==> src/rtl/mem_access_unit_pkg.sv <==
// Shared definitions for the MEM-stage load/store unit: bus widths, funct3 width
// codes, FSM state encoding and the request legality check.
package mem_access_unit_pkg;

    localparam int RAMAddrBus = 32;
    localparam int RAMDataBus = 32;

    localparam logic [RAMDataBus-1:0] ZeroWord = '0;

    localparam logic [2:0] LSU_B  = 3'b000;
    localparam logic [2:0] LSU_H  = 3'b001;
    localparam logic [2:0] LSU_W  = 3'b010;
    localparam logic [2:0] LSU_BU = 3'b100;
    localparam logic [2:0] LSU_HU = 3'b101;

    typedef enum logic [2:0] {
        ST_IDLE   = 3'd0,
        ST_LD     = 3'd1,
        ST_ST_WR  = 3'd2,
        ST_RMW_RD = 3'd3,
        ST_RMW_WR = 3'd4,
        ST_RESP   = 3'd5
    } lsu_state_t;

    // High when a request is misaligned for its width or uses an illegal funct3
    // (011, 11x, or an unsigned width on a store).
    function automatic logic req_is_err(input logic       we,
                                        input logic [2:0] funct3,
                                        input logic [1:0] addr_lo);
        logic bad;
        case (funct3)
            LSU_B:   bad = 1'b0;
            LSU_H:   bad = addr_lo[0];
            LSU_W:   bad = (addr_lo != 2'b00);
            LSU_BU:  bad = we;
            LSU_HU:  bad = we | addr_lo[0];
            default: bad = 1'b1;
        endcase
        return bad;
    endfunction

endpackage

==> src/rtl/mem_access_unit_lane_align.sv <==
// Combinational lane logic: load byte/halfword extraction with sign or zero
// extension, and sub-word store merge into a previously read word.
module lsu_lane_align
    import mem_access_unit_pkg::*;
(
    input  logic [2:0]            funct3,
    input  logic [1:0]            addr_lo,
    input  logic [RAMDataBus-1:0] rd_word,
    input  logic [15:0]           st_lo,
    output logic [RAMDataBus-1:0] ld_data,
    output logic [RAMDataBus-1:0] merge_word
);

    logic [7:0]  ld_byte;
    logic [15:0] ld_half;
    logic [3:0]  byte_en;
    logic [31:0] st_rep;

    always_comb begin
        case (addr_lo)
            2'd0:    ld_byte = rd_word[7:0];
            2'd1:    ld_byte = rd_word[15:8];
            2'd2:    ld_byte = rd_word[23:16];
            default: ld_byte = rd_word[31:24];
        endcase
        ld_half = addr_lo[1] ? rd_word[31:16] : rd_word[15:0];
    end

    always_comb begin
        case (funct3)
            LSU_B:   ld_data = {{24{ld_byte[7]}}, ld_byte};
            LSU_BU:  ld_data = {24'd0, ld_byte};
            LSU_H:   ld_data = {{16{ld_half[15]}}, ld_half};
            LSU_HU:  ld_data = {16'd0, ld_half};
            LSU_W:   ld_data = rd_word;
            default: ld_data = ZeroWord;
        endcase
    end

    // Store data is replicated across all lanes; byte_en picks which lanes take it.
    always_comb begin
        if (funct3[0]) begin
            byte_en = addr_lo[1] ? 4'b1100 : 4'b0011;
            st_rep  = {2{st_lo}};
        end else begin
            byte_en = 4'b0001 << addr_lo;
            st_rep  = {4{st_lo[7:0]}};
        end
    end

    genvar gi;
    generate
        for (gi = 0; gi < 4; gi++) begin : g_lane
            assign merge_word[gi*8 +: 8] = byte_en[gi] ? st_rep[gi*8 +: 8]
                                                       : rd_word[gi*8 +: 8];
        end
    endgenerate

endmodule

==> src/rtl/mem_access_unit.sv <==
// MEM-stage initiator for the word-wide data RAM: one request at a time,
// sub-word loads with extension, sub-word stores via read-modify-write.
module mem_access_unit
    import mem_access_unit_pkg::*;
#(
    parameter int ADDR_W = RAMAddrBus,
    parameter int DATA_W = RAMDataBus
) (
    input  logic              i_Clk,
    input  logic              i_reset,
    input  logic              i_req_valid,
    output logic              o_req_ready,
    input  logic              i_req_we,
    input  logic [2:0]        i_req_funct3,
    input  logic [ADDR_W-1:0] i_req_addr,
    input  logic [DATA_W-1:0] i_req_wdata,
    output logic              o_rsp_valid,
    input  logic              i_rsp_ready,
    output logic [DATA_W-1:0] o_rsp_data,
    output logic              o_rsp_err,
    output logic [ADDR_W-1:0] o_ram_r_addr,
    input  logic [DATA_W-1:0] i_ram_r_data,
    output logic              o_ram_we,
    output logic [ADDR_W-1:0] o_ram_w_addr,
    output logic [DATA_W-1:0] o_ram_w_data
);

    lsu_state_t state_reg;
    lsu_state_t state_next;

    logic [2:0]        funct3_reg;
    logic [ADDR_W-1:0] addr_reg;
    logic [DATA_W-1:0] wdata_reg;
    logic [DATA_W-1:0] merge_reg;
    logic [DATA_W-1:0] rsp_data_reg;
    logic              rsp_err_reg;

    logic              accept;
    logic              req_err;
    logic [ADDR_W-1:0] word_addr;
    logic [DATA_W-1:0] align_rd_word;
    logic [DATA_W-1:0] ld_data;
    logic [DATA_W-1:0] merge_word;

    assign accept    = i_req_valid && (state_reg == ST_IDLE);
    assign req_err   = req_is_err(i_req_we, i_req_funct3, i_req_addr[1:0]);
    assign word_addr = {addr_reg[ADDR_W-1:2], 2'b00};

    // Loads extract from the live RAM word; the merge works on the captured one.
    assign align_rd_word = (state_reg == ST_RMW_WR) ? merge_reg : i_ram_r_data;

    lsu_lane_align u_lane_align (
        .funct3     (funct3_reg),
        .addr_lo    (addr_reg[1:0]),
        .rd_word    (align_rd_word),
        .st_lo      (wdata_reg[15:0]),
        .ld_data    (ld_data),
        .merge_word (merge_word)
    );

    always_ff @(posedge i_Clk or posedge i_reset) begin
        if (i_reset) begin
            state_reg <= ST_IDLE;
        end else begin
            state_reg <= state_next;
        end
    end

    always_comb begin
        state_next = state_reg;
        case (state_reg)
            ST_IDLE: begin
                if (accept) begin
                    if (req_err)                    state_next = ST_RESP;
                    else if (!i_req_we)             state_next = ST_LD;
                    else if (i_req_funct3 == LSU_W) state_next = ST_ST_WR;
                    else                            state_next = ST_RMW_RD;
                end
            end
            ST_LD:     state_next = ST_RESP;
            ST_ST_WR:  state_next = ST_RESP;
            ST_RMW_RD: state_next = ST_RMW_WR;
            ST_RMW_WR: state_next = ST_RESP;
            ST_RESP:   if (i_rsp_ready) state_next = ST_IDLE;
            default:   state_next = ST_IDLE;
        endcase
    end

    always_comb begin
        o_req_ready  = 1'b0;
        o_rsp_valid  = 1'b0;
        o_ram_r_addr = '0;
        o_ram_we     = 1'b0;
        o_ram_w_addr = '0;
        o_ram_w_data = ZeroWord;
        case (state_reg)
            ST_IDLE:   o_req_ready = ~i_reset;
            ST_LD:     o_ram_r_addr = word_addr;
            ST_RMW_RD: o_ram_r_addr = word_addr;
            ST_ST_WR: begin
                o_ram_we     = 1'b1;
                o_ram_w_addr = word_addr;
                o_ram_w_data = wdata_reg;
            end
            ST_RMW_WR: begin
                o_ram_we     = 1'b1;
                o_ram_w_addr = word_addr;
                o_ram_w_data = merge_word;
            end
            ST_RESP:   o_rsp_valid = 1'b1;
            default:   o_req_ready = 1'b0;
        endcase
    end

    // Response data is cleared on accept so stores and errors return zero.
    always_ff @(posedge i_Clk or posedge i_reset) begin
        if (i_reset) begin
            funct3_reg   <= 3'd0;
            addr_reg     <= '0;
            wdata_reg    <= ZeroWord;
            merge_reg    <= ZeroWord;
            rsp_data_reg <= ZeroWord;
            rsp_err_reg  <= 1'b0;
        end else begin
            if (accept) begin
                funct3_reg   <= i_req_funct3;
                addr_reg     <= i_req_addr;
                wdata_reg    <= i_req_wdata;
                rsp_data_reg <= ZeroWord;
                rsp_err_reg  <= req_err;
            end
            if (state_reg == ST_LD) begin
                rsp_data_reg <= ld_data;
            end
            if (state_reg == ST_RMW_RD) begin
                merge_reg <= i_ram_r_data;
            end
        end
    end

    assign o_rsp_data = rsp_data_reg;
    assign o_rsp_err  = rsp_err_reg;

endmodule

==> config.mk <==
export PLATFORM = sky130hd
export DESIGN_NAME = mem_access_unit
export DESIGN_NICKNAME = d
export VERILOG_FILES = /design/src/rtl/mem_access_unit_pkg.sv /design/src/rtl/mem_access_unit_lane_align.sv /design/src/rtl/mem_access_unit.sv
export SDC_FILE = /design/constraint.sdc
export NUM_CORES = 1
export LEC_CHECK = 0
export CORE_MARGIN = 2
export CORE_UTILIZATION = 50
export CTS_BUF_LIST = sky130_fd_sc_hd__clkbuf_16
export CTS_CLUSTER_DIAMETER = 120
export DETAILED_ROUTE_END_ITERATION = 10
export PLACE_DENSITY = 0.88
export SYNTH_ARGS = -nofsm -noshare
export SYNTH_HDL_FRONTEND = slang
export SYNTH_SLANG_ARGS = --single-unit
==> constraint.sdc <==
create_clock -name i_Clk -period 6.65 [get_ports i_Clk]
set_input_delay 0.665 -clock i_Clk [delete_from_list [all_inputs] [get_ports i_Clk]]
set_output_delay 0.665 -clock i_Clk [all_outputs]
set_load 0.03 [all_outputs]
==> results.json <==
{
  "clk_latency_ns": 0.43,
  "start_kind": "register",
  "cts_resized": 0,
  "num-nets-final": 1107,
  "cts_made_buffers": 17,
  "report.final.slew_viol_count": 0,
  "die_y_um": 124,
  "firstDrtPassIters": 5,
  "gp_congestion": 0.906,
  "power.total_mw": 4.79,
  "grt_pass1_wl_um": 34900,
  "fin_worst_skew_ns": 0.00749,
  "ys_seq_elements": 135,
  "cts.path.max_buffers": 2,
  "setup_tns_ns": 0,
  "ant_nets": 0,
  "ir_drop_v": 0.000238,
  "cts_root_buf": "clkbuf_16",
  "tightest_slew_ns": 1.24,
  "antenna_found_initial": 0,
  "ff2ff_path_depth": 6,
  "critPathKind": "register to output pin",
  "hold_viol": 0,
  "avgSynthCellArea_um2": 8.98,
  "netlist_area_um2": 7200,
  "netlist_instances": 802,
  "hold_path_class": "register to register",
  "dieArea_um2": 15400,
  "cts_sinks": 135,
  "grt_max_degree": 74,
  "grtUsageTotal_pct": 30.4,
  "finalSetupViolCount": 0,
  "synth-edff-count": 0,
  "io_buffers": 231,
  "cp_max_fo": 31,
  "max-cap-violations": 0,
  "max_slew_margin_pct": 17.5,
  "cts_hold_buf": 0,
  "io_pins": 236,
  "drcViolationCount": 0,
  "multi_input_area_um2": 3530,
  "postCtsSetupBuffers": 0,
  "min_path_cells": 2,
  "cts_tree": "yes",
  "area_growth_pct": 41.0,
  "initial_core_util_pct": 51.5,
  "layout-drive-gt1-share_pct": 8.56,
  "antenna_cells": 0,
  "ys_types": 45,
  "worstSetupEndpointType": "output pin",
  "powerDensity_nw_per_um2": 471,
  "first_iter_violations": 735,
  "yosysWarnings": 0,
  "rsz0062_at_grt": "no",
  "dieWidth_um": 124,
  "h-tree-depth": 4,
  "grt_pass1_vias": 6442,
  "layout_commonest_cell": "nand2_1",
  "final_cell_mix": "nand2_1 (265), clkdlybuf4s50_1 (231), dfrtp_1 (135), mux2i_1 (52), nor2_1 (39)",
  "leakagePower_nw": 4.58,
  "drt-total-wl_um": 22700,
  "core-area_um2": 14000,
  "grt_overflow_total": 0,
  "fp-row-count": 43,
  "num-fill-cells": 999,
  "yosysSeqAreaShare_pct": 46.9,
  "cts.clk_slew.worst_paths_ns": 0.06,
  "max_freq_ghz": 0.245,
  "synthFlopType": "dfrtp_1",
  "period_minus_slack_ns": 4.08,
  "arrival_ns": 3.41,
  "cp.required_ns": 5.98,
  "viasPerCell": 5.58,
  "post-dp-hpwl_um": 16100,
  "async_flop_share_pct": 100,
  "status": "finished, final reports clean",
  "fin_crit_sh_pct": 61.3,
  "seq_area_um2": 3380,
  "vias": 6671,
  "wire_per_inst_um": 19.0
}
-- worst max-delay path, cell delays in order (launching register included) --
cell,delay (ns)
dfrtp_1,0.58
nor2_1,0.12
and2_1,0.51
nor2_2,1.00
nor2b_1,0.12
clkdlybuf4s50_1,0.64
-- final cells by class --
type	instances	share of cell area (%)
clock buffers	17	4.19
repair buffers	238	23.3
clock inverters	15	2.07
inverters	4	0.173
well taps	180	2.22
multi-input cells	607	34.8
flip-flops and latches	135	33.3
-- cells by family after synthesis --
family	count (synthesis)	share of synthesized area, %
AO/OA/AOI/OAI	119	10.9
buffers and inverters	63	4.33
flip-flops	135	46.9
multiplexers	92	13.7
other	1	0.0521
AND/OR/NAND/NOR	392	24.1
-- metal layers --
layer | GRT usage (%) | up-vias | wire length [µm]
met4 | 10.8 | 0 | 627
met2 | 49.0 | 334 | 11100
li1 | - | 3076 | -
met5 | 0 | - | 0
met3 | 8.75 | 61 | 2110
met1 | 39.3 | 3200 | 8870
-- cells in the mapped netlist (5+ instances only) --
cell      number  area (µm²)
nand2_1      266         998
dfrtp_1      135        3380
mux2i_1       52         521
nor2_1        40         150
nor2b_1       33         206
and2_1        32         200
clkbuf_1      32         120
mux2_2        29         327
o21ai_1       29         145
a21oi_1       28         140
buf_2         15        75.1
o21ai_0       15        75.1
o22ai_1       15        93.8
a221o_1       10         100
mux2_1         9         101
a22o_1         8        70.1
o211ai_2       7        87.6
buf_4          5        37.5
buf_6          5        56.3
-- final timing paths --
check                                       endpoint  slack (ns)                       from
setup / recovery                    o_ram_w_addr[12]        2.57   state_reg[0]$_DFFE_PP0P_
hold / removal             wdata_reg[31]$_DFFE_PP0P_        0.48  wdata_reg[31]$_DFFE_PP0P_
setup reg to reg           o_rsp_data[0]$_DFFE_PP0P_        4.06   state_reg[1]$_DFFE_PP0P_
hold reg to reg            wdata_reg[31]$_DFFE_PP0P_        0.48  wdata_reg[31]$_DFFE_PP0P_
max in group asynchronous   addr_reg[30]$_DFFE_PP0P_        4.49                    i_reset
min in group asynchronous    addr_reg[8]$_DFFE_PP0P_        0.75                    i_reset
-- where the power goes --
part / total, mW / internal [mW] / switching [mW] / leakage (nW)
combinational: 2.32 / 0.956 / 1.36 / 2.59
sequential: 1.45 / 1.13 / 0.328 / 1.68
clock: 1.01 / 0.659 / 0.354 / 0.311
total: 4.79 / 2.74 / 2.04 / 4.58
-- through the flow --
stage | cells | worst slack [ns] | util, % | hold slack (ns) | cell area [µm²]
after floorplan | 805 | 2.37 | - | 0.446 | 7210
after global placement | 1164 | 3.15 | 68.0 | 0.458 | 9520
after detailed placement | 1164 | 2.98 | 68.0 | 0.463 | 9520
after CTS | 1196 | 2.50 | 72.6 | 0.477 | 10200
after global routing | 1196 | 2.29 | 72.6 | 0.499 | 10200
final | 1196 | 2.57 | 72.6 | 0.479 | 10200
No activity file was read; power rests on OpenSTA's default activity.
